$ cat src/rtl/mul_pkg.sv
// -----------------------------------------------------------------------------
// mul_pkg
// Shared definitions for the sequential shift-add multiplier (mul_seq).
//   - state_t     : FSM state encoding (IDLE, RUN, DONE)
//   - MUL_WIDTH   : default operand width
//   - count_width : iteration-counter width for a given operand width
// Optional feature macro used by the files that import this package:
//   MUL_SIGNED_EN : adds the sgn port and two's-complement operation.
// -----------------------------------------------------------------------------
package mul_pkg;

   localparam int MUL_WIDTH = 32;

   typedef enum logic [1:0] {
      IDLE = 2'd0,
      RUN  = 2'd1,
      DONE = 2'd2
   } state_t;

   // One extra bit over log2 so the counter can represent WIDTH itself
   // without aliasing, even though it stops at WIDTH-1.
   function automatic int count_width(input int width);
      return $clog2(width) + 1;
   endfunction

endpackage

$ cat src/rtl/mul_if.sv
// -----------------------------------------------------------------------------
// mul_if
// Request/response bundle between the ALU control FSM (master) and the
// multiplier (slave).
//   start : request pulse/level, sampled only while the multiplier is idle
//   a, b  : WIDTH-bit multiplicand / multiplier, sampled with start
//   sgn   : signed mode, sampled with start (only with MUL_SIGNED_EN)
//   busy  : multiplier is not idle
//   done  : one-cycle pulse, p is valid while it is high
//   p     : 2*WIDTH-bit product, held until the next completed operation
// Macro: MUL_SIGNED_EN adds the sgn signal.
// -----------------------------------------------------------------------------
interface mul_if
   import mul_pkg::*;
#(
   parameter int WIDTH = MUL_WIDTH
);

   logic                 start;
   logic [WIDTH-1:0]     a;
   logic [WIDTH-1:0]     b;
`ifdef MUL_SIGNED_EN
   logic                 sgn;
`endif
   logic                 busy;
   logic                 done;
   logic [2*WIDTH-1:0]   p;

`ifdef MUL_SIGNED_EN
   modport master (
      output start, a, b, sgn,
      input  busy, done, p
   );

   modport slave (
      input  start, a, b, sgn,
      output busy, done, p
   );
`else
   modport master (
      output start, a, b,
      input  busy, done, p
   );

   modport slave (
      input  start, a, b,
      output busy, done, p
   );
`endif

endinterface

$ cat src/rtl/mul_step.sv
// -----------------------------------------------------------------------------
// mul_step
// One combinational shift-add iteration of the multiplier.
//   i_hi    : upper half of the partial product
//   i_lo    : lower half; its LSB is the multiplier bit being consumed
//   i_mcand : multiplicand (magnitude)
//   o_hi    : next upper half
//   o_lo    : next lower half
// The WIDTH+1-bit add keeps the carry, so {o_hi, o_lo} is the exact
// partial product shifted right by one.
// -----------------------------------------------------------------------------
module mul_step
   import mul_pkg::*;
#(
   parameter int WIDTH = MUL_WIDTH
) (
   input  logic [WIDTH-1:0] i_hi,
   input  logic [WIDTH-1:0] i_lo,
   input  logic [WIDTH-1:0] i_mcand,
   output logic [WIDTH-1:0] o_hi,
   output logic [WIDTH-1:0] o_lo
);

   logic [WIDTH:0] w_sum;   // {carry, sum}

   // NOTE: every signal written in always_comb gets a value before any
   // condition; a path that leaves it unassigned would infer a latch.
   always_comb begin
      w_sum = {1'b0, i_hi};
      if (i_lo[0]) begin
         w_sum = {1'b0, i_hi} + {1'b0, i_mcand};
      end
   end

   // Shift {carry, sum, lo} right by one: the carry enters hi, the sum LSB
   // becomes a settled product bit at the top of lo.
   assign o_hi = w_sum[WIDTH:1];
   assign o_lo = {w_sum[0], i_lo[WIDTH-1:1]};

endmodule

$ cat src/rtl/mul_seq.sv
// -----------------------------------------------------------------------------
// mul_seq
// Sequential shift-add multiplier: WIDTH iterations of one WIDTH-bit add each.
// Start-to-done latency is WIDTH+1 cycles, issue interval WIDTH+2 cycles.
// Ports:
//   clk : rising-edge clock
//   rst : asynchronous, active-high reset (aborts any operation, clears p)
//   bus : mul_if slave modport (start, a, b, [sgn], busy, done, p)
// Macro: MUL_SIGNED_EN enables two's-complement operation selected by sgn.
//   Operand magnitudes are multiplied and the result negated at the end when
//   the operand signs differ; latency is unchanged.
// -----------------------------------------------------------------------------
module mul_seq
   import mul_pkg::*;
#(
   parameter int WIDTH = MUL_WIDTH
) (
   input  logic  clk,
   input  logic  rst,
   mul_if.slave  bus
);

   localparam int             CW   = count_width(WIDTH);
   localparam logic [CW-1:0]  LAST = CW'(WIDTH - 1);

   // ------------------------------------------------------------------------
   // State and datapath registers
   // ------------------------------------------------------------------------
   state_t               r_state;
   state_t               w_state_nxt;
   logic [CW-1:0]        r_count;
   logic [WIDTH-1:0]     r_hi;
   logic [WIDTH-1:0]     r_lo;
   logic [WIDTH-1:0]     r_mcand;
   logic [2*WIDTH-1:0]   r_p;

   logic [WIDTH-1:0]     w_hi_nxt;
   logic [WIDTH-1:0]     w_lo_nxt;
   logic [WIDTH-1:0]     w_a_mag;
   logic [WIDTH-1:0]     w_b_mag;
   logic [2*WIDTH-1:0]   w_prod;
   logic                 w_last;

   assign w_last = (r_count == LAST);

   // ------------------------------------------------------------------------
   // Operand conditioning and final result
   // ------------------------------------------------------------------------
`ifdef MUL_SIGNED_EN
   logic                 r_neg;
   logic                 w_a_neg;
   logic                 w_b_neg;
   logic                 w_neg;

   assign w_a_neg = bus.sgn & bus.a[WIDTH-1];
   assign w_b_neg = bus.sgn & bus.b[WIDTH-1];
   assign w_neg   = w_a_neg ^ w_b_neg;

   // The most-negative value negates to itself, which read as unsigned is
   // exactly its magnitude 2^(WIDTH-1), so no extra bit is needed.
   assign w_a_mag = w_a_neg ? (~bus.a + 1'b1) : bus.a;
   assign w_b_mag = w_b_neg ? (~bus.b + 1'b1) : bus.b;

   // Negate the full 2*WIDTH-bit result of the final iteration.
   assign w_prod  = r_neg ? (~{w_hi_nxt, w_lo_nxt} + 1'b1)
                          : {w_hi_nxt, w_lo_nxt};
`else
   assign w_a_mag = bus.a;
   assign w_b_mag = bus.b;
   assign w_prod  = {w_hi_nxt, w_lo_nxt};
`endif

   // ------------------------------------------------------------------------
   // Single iteration
   // ------------------------------------------------------------------------
   mul_step #(
      .WIDTH   (WIDTH)
   ) u_step (
      .i_hi    (r_hi),
      .i_lo    (r_lo),
      .i_mcand (r_mcand),
      .o_hi    (w_hi_nxt),
      .o_lo    (w_lo_nxt)
   );

   // ------------------------------------------------------------------------
   // FSM: state register
   // ------------------------------------------------------------------------
   // NOTE: sequential state uses non-blocking assignments so every register
   // samples values from before the edge, regardless of statement order.
   always_ff @(posedge clk or posedge rst) begin
      if (rst) begin
         r_state <= IDLE;
      end else begin
         r_state <= w_state_nxt;
      end
   end

   // ------------------------------------------------------------------------
   // FSM: next state
   // ------------------------------------------------------------------------
   always_comb begin
      w_state_nxt = r_state;
      case (r_state)
         IDLE: begin
            if (bus.start) begin
               w_state_nxt = RUN;
            end
         end
         RUN: begin
            if (w_last) begin
               w_state_nxt = DONE;
            end
         end
         DONE: begin
            w_state_nxt = IDLE;
         end
         default: begin
            w_state_nxt = IDLE;
         end
      endcase
   end

   // ------------------------------------------------------------------------
   // Datapath: operand capture, iteration, result register
   // ------------------------------------------------------------------------
   // NOTE: the datapath registers are reset along with the FSM because an
   // abort must leave p (and all internal state) at zero, not stale.
   always_ff @(posedge clk or posedge rst) begin
      if (rst) begin
         r_count <= '0;
         r_hi    <= '0;
         r_lo    <= '0;
         r_mcand <= '0;
         r_p     <= '0;
`ifdef MUL_SIGNED_EN
         r_neg   <= 1'b0;
`endif
      end else begin
         case (r_state)
            IDLE: begin
               if (bus.start) begin
                  r_count <= '0;
                  r_hi    <= '0;
                  r_lo    <= w_b_mag;
                  r_mcand <= w_a_mag;
`ifdef MUL_SIGNED_EN
                  r_neg   <= w_neg;
`endif
               end
            end
            RUN: begin
               r_hi <= w_hi_nxt;
               r_lo <= w_lo_nxt;
               if (w_last) begin
                  // Final iteration: publish the product; the counter
                  // stays at WIDTH-1 rather than wrapping.
                  r_p <= w_prod;
               end else begin
                  r_count <= r_count + 1'b1;
               end
            end
            default: begin
               // DONE: hold everything; start is ignored here.
            end
         endcase
      end
   end

   // ------------------------------------------------------------------------
   // Outputs: all decoded from registered state, never from start.
   // ------------------------------------------------------------------------
   assign bus.busy = (r_state != IDLE);
   assign bus.done = (r_state == DONE);
   assign bus.p    = r_p;

endmodule

$ cat src/flat_wrapper.sv
// flat-port wrapper written by rule: the top's interface ports become plain ports
module mul_seq_flat import mul_pkg::*;
#(
   parameter int WIDTH = MUL_WIDTH
)
  (clk, rst, bus_start, bus_a, bus_b, bus_busy, bus_done, bus_p);
  mul_if #(.WIDTH(WIDTH)) bus_i ();
  input  logic clk;
  input  logic rst;
  input wire logic [$bits(bus_i.start)-1:0] bus_start;
  input wire logic [$bits(bus_i.a)-1:0] bus_a;
  input wire logic [$bits(bus_i.b)-1:0] bus_b;
  output wire logic [$bits(bus_i.busy)-1:0] bus_busy;
  output wire logic [$bits(bus_i.done)-1:0] bus_done;
  output wire logic [$bits(bus_i.p)-1:0] bus_p;
  assign bus_i.start = bus_start;
  assign bus_i.a = bus_a;
  assign bus_i.b = bus_b;
  assign bus_busy = bus_i.busy;
  assign bus_done = bus_i.done;
  assign bus_p = bus_i.p;
  mul_seq #(.WIDTH(WIDTH)) u_core (.clk(clk), .rst(rst), .bus(bus_i));
endmodule
$ cat config.mk
export PLATFORM = sky130hd
export DESIGN_NAME = mul_seq_flat
export DESIGN_NICKNAME = d
export VERILOG_FILES = /design/src/rtl/mul_pkg.sv /design/src/rtl/mul_if.sv /design/src/rtl/mul_step.sv /design/src/rtl/mul_seq.sv /design/src/flat_wrapper.sv
export SDC_FILE = /design/constraint.sdc
export NUM_CORES = 1
export LEC_CHECK = 0
export CAP_MARGIN = 5
export CORE_UTILIZATION = 40
export CTS_CLUSTER_DIAMETER = 80
export DETAILED_ROUTE_END_ITERATION = 10
export GPL_TIMING_DRIVEN = 0
export PLACE_DENSITY = 0.69
export SYNTH_ARGS = -nofsm -noshare
export SYNTH_HDL_FRONTEND = slang
export SYNTH_SLANG_ARGS = --single-unit
$ cat constraint.sdc
create_clock -name clk -period 8.4 [get_ports clk]
set_input_delay 2.52 -clock clk [delete_from_list [all_inputs] [get_ports clk]]
set_output_delay 2.52 -clock clk [all_outputs]
set_load 0.03 [all_outputs]
## After elaboration in Yosys (flattened, before gate mapping)

Index checks and enable logic that the tools add are counted.

- Bits in registers: 168
- Bits of input ports: 67

- $add $sub $neg: 2
- Equal/unequal tests: 6
- Multiplexer cells: 11
- Reduce and logical (&&, ||, !) cells: 8

Operators by type and width:

| operator | count |
|---|---|
| 32-bit case mux with 2 select lines | 2 |
| 32-bit 2-to-1 mux | 2 |
| 32-bit by 32-bit adder with 33-bit output | 1 |
| 33-bit 2-to-1 mux | 1 |
| 6-bit 2-to-1 mux | 2 |
| 6-bit case mux with 2 select lines | 1 |
| 2-bit AND reduction | 4 |
| 6-bit by 1-bit adder with 6-bit output, second input constant | 1 |
| 6-bit by 5-bit == test with 1-bit output, second input constant | 1 |
| 2-bit 2-to-1 mux | 2 |
| 2-bit inequality test, second input constant | 2 |
| 2-bit case mux with 2 select lines | 1 |
| 2-bit nonzero test | 2 |
| 3-bit AND reduction | 1 |
| 2-bit by 1-bit == test with 1-bit output, second input constant | 1 |
| 2-bit == test, second input constant | 1 |
| 2-bit logical NOT | 1 |
| 2-bit by 1-bit inequality test with 1-bit output, second input constant | 1 |

## Longest topological paths before layout

- Word-level depth: 3
- Mapped depth: 10

## By module

A second synthesis with hierarchy kept.

- Cells, all modules: 963
- Area, all modules: 9140.0 sq um

Modules (own cells, without submodules):

| module | instances | cells each | area each (sq um) | seq. area each (sq um) |
|---|---|---|---|---|
| mul_seq | 1 | 636 | 6759.0 | 4204.0 |
| mul_step | 1 | 327 | 2381.0 | 0.0 |

## Worst setup path after synthesis

Ideal clock, no wire load.

- Kind: input port to flip-flop
- From: input port bus_start
- To: register u_core.r_mcand[10]
- Setup time: 65 ps
- Data arrival time: 3485 ps
- Data required time: 8335 ps
- Path slack: 4850 ps
- Stages on the path: 6
- Path through: and2_1 clkbuf_1 clkbuf_1 buf_1 nand2_1 nand2_1

- Longest elaborated chain between the ends: 1

Ends and longest elaborated chain:

| item | RTL line | RTL |
|---|---|---|
| from (decl) | flat_wrapper.sv:10 | `input wire logic [$bits(bus_i.start)-1:0] bus_start;` |
| 2-bit AND reduction (no source line) | -- |  |
| to (signal assigned) | mul_seq.sv:146 | `r_mcand <= w_a_mag;` |
| to (decl) | mul_seq.sv:34 | `logic [WIDTH-1:0] r_mcand;` |

No other way between the ends.
A chain may end at the register's enable or synchronous reset.

## Worst setup path after layout

- From: input port bus_start
- To: register u_core.r_hi[1]

- Longest elaborated chain between the ends: 2

Ends and longest elaborated chain:

| item | RTL line | RTL |
|---|---|---|
| 2-bit inequality test (no source line) | -- |  |
| 2-bit AND reduction (no source line) | -- |  |
| to (signal assigned) | mul_seq.sv:153 | `r_hi <= w_hi_nxt;` |
| to (decl) | mul_seq.sv:32 | `logic [WIDTH-1:0] r_hi;` |

No other way between the ends.

==> flow_summary.json <==
{
  "outcome": "finished clean",
  "crit_start": "bus_start",
  "post-cts-setup-buffers": 0,
  "synth_seq_cells": 168,
  "finalCritPeriodShare_pct": 51.4,
  "start_util_pct": 40.7,
  "clock_skew_ps": 12.9,
  "grtUsageTotal_pct": 22.8,
  "post-route-min-period_ps": 4310,
  "fp.coreArea_um2": 21800,
  "dp.cells": 1433,
  "gp_congestion": 0.902,
  "tightest_slew_ps": 835,
  "syn-mean-instance-area_um2": 8.67,
  "synthArstFlopShare_pct": 100,
  "gr-total-overflow": 0,
  "clk_pin_slew_worst_paths_ps": 70,
  "syn-cell-area_um2": 8850,
  "synth_nets": 1121,
  "num_vias": 7986,
  "yosysTopAreaCell": "dfrtp_1",
  "maxCapViolCount": 0,
  "hold_viol_final": 0,
  "regArea_um2": 4200,
  "synth_common_cells": "323 x nand2_1, 168 x dfrtp_1, 60 x nor2_1, 56 x o21ai_0, 48 x a31oi_1",
  "numCtsBuffers": 17,
  "place_hpwl_um": 18400,
  "clk_latency_ps": 440,
  "slew_headroom_pct": 44.3,
  "vdd_ir_drop_max_mv": 0.167,
  "num_antenna_cells": 0,
  "die_h_um": 151,
  "grt_pass1_vias": 7629,
  "antenna_found_initial": 0,
  "port-buffer-count": 132,
  "fmax_mhz": 232,
  "viasPerCell": 5.45,
  "h-tree-depth": 4,
  "firstDrtPassIters": 4,
  "drt-total-wl_um": 24900,
  "grt_pass1_wl_um": 39700,
  "finalMaxSlewViolations": 0,
  "whs_ps": 474,
  "tritoncts": "done",
  "area_growth_pct": 26.3,
  "fillers": 2053,
  "fp.dieW_um": 151,
  "cp-end-kind": "flop",
  "clk_path_buf_depth": 2,
  "rsz0062_at_grt": "false",
  "die-area_um2": 22700,
  "synth.area.top_cells": "dfrtp_1 48%, nand2_1 14%, ha_1 4.7%",
  "top_layer": "met4",
  "nNetsFinal": 1273,
  "cts-root-buf": "clkbuf_16",
  "synth_top_area_share_pct": 47.5,
  "hp-start": "u_core.bus.p[20]",
  "cts_resized": 0,
  "wl_per_cell_um": 17.0,
  "required_ps": 8750,
  "cts_hold_buffers": 0,
  "arrival_ps": 4670,
  "crit_path_start_kind": "primary input",
  "ys_seq_area_share_pct": 47.5,
  "yosysMostFrequentCell": "nand2_1",
  "p_leak_nw": 5.10,
  "wl_met1_um": 11400,
  "drcViolationCount": 0,
  "critical_path_class": "primary input to flop",
  "route.met2.wl_um": 11400,
  "dr.first_iter.drc_count": 633,
  "ys_warn_count": 0,
  "antenna_left": 0,
  "ios": 133,
  "drive_gt1_share_pct": 6.24,
  "worstHoldPathType": "flop to flop",
  "power_density_nw_per_um2": 427,
  "clkSinkCount": 168,
  "synth_edf_count": 0,
  "setup_viol": 0,
  "met3_length_um": 1570,
  "ff2ff_setup_slack_ps": 5480,
  "synthFlopType": "dfrtp_1",
  "grt_max_degree": 124,
  "num_rows": 54,
  "r2r_start": "u_core.r_hi[0]",
  "critical_path_peak_fanout": 10,
  "stdcell_count": 1465,
  "multi_input_area_um2": 4280,
  "synthDistinctLibCells": 70,
  "netlist_instances": 1020
}
## sequential cells by signal (all words and copies together), names as in the netlist
signal and cells:
u_core.r_state 2, u_core.r_count 6, u_core.r_mcand 32, u_core.bus.p 64, u_core.r_hi 32, u_core.r_lo 32
## report_power, final
part           leakage, nW  internal [W]  switching [W]
Sequential            1.99       0.00112       0.000240
Combinational         2.81       0.00101        0.00160
Clock                0.300      0.000407       0.000398
Total                 5.10       0.00254        0.00224
## critical path, cell delays in order
cell             delay, ps
clkdlybuf4s50_1        460
nand2_1                180
clkbuf_1               650
clkbuf_1               620
nand3_1                130
o21ai_0                100
## final timing paths
kind | end | cells past startpoint
min | u_core.bus.p[20] | 2
max reg2reg | u_core.bus.p[57] | 10
max | u_core.r_hi[1] | 6
max in group asynchronous | u_core.r_hi[17] | 3
min in group asynchronous | u_core.bus.p[34] | 2
min reg2reg | u_core.bus.p[20] | 2
## cells by family (layout without fill, tap and decap cells)
kind of cell,count (synthesis),in the layout,share of synthesized area [%]
compound gates,223,223,16.7
xor+xnor,29,29,2.87
fa+ha+maj,34,34,4.89
buf+inv,79,244,4.10
flops,168,168,47.5
mux,17,17,1.95
simple gates,470,470,22.0
## cell usage in the layout (no fill, tap or decap), types with 10 or more instances in the layout
master,Yosys,final
and3_1,10,10
xnor2_1,17,17
a21oi_1,42,42
nand4_1,11,11
clkbuf_16,0,17
nor2_1,60,60
mux2i_1,15,15
clkbuf_1,43,43
nand3_1,35,35
o21ai_0,56,56
xor2_1,12,12
clkdlybuf4s50_1,0,132
a31oi_1,48,48
dfrtp_1,168,168
a21o_1,15,15
nand2_1,323,323
o221ai_1,11,11
ha_1,33,33
## area by class of cell
| type | instances | share of cell area [%] |
|---|---|---|
| Multi-Input combinational cell | 773 | 38.3 |
| Sequential cell | 168 | 37.6 |
| Timing Repair Buffer | 133 | 12.1 |
| Clock buffer | 17 | 3.81 |
| Tap cell | 280 | 3.14 |
| Buffer | 68 | 2.88 |
| Clock inverter | 15 | 1.74 |
| Inverter | 11 | 0.437 |
## stage by stage
| step | cell area, µm² | utilization, % | total power [W] | setup WS, ps | setup TNS (ps) |
|---|---|---|---|---|---|
| 3_3_place_gp | 10500 | 48.4 | 0.00389 | -1020 | -169640 |
| 5_1_grt | 11200 | 51.4 | 0.00513 | 3880 | 0 |
| 6_report | 11200 | 51.4 | 0.00478 | 4090 | 0 |
| 3_5_place_dp | 10600 | 48.5 | 0.00395 | 3640 | 0 |
| 4_1_cts | 11200 | 51.4 | 0.00476 | 4090 | 0 |
| 2_1_floorplan | 8850 | - | 0.00321 | 1330 | 0 |
## per-layer routing
layer | vias to the layer above | global-route usage (%)
met3 | 44 | 3.85
met5 | - | 0
met2 | 262 | 35.4
met1 | 3857 | 31.6
met4 | 0 | 8.80
li1 | 3823 | -
No activity file was read; power rests on OpenSTA's default activity.
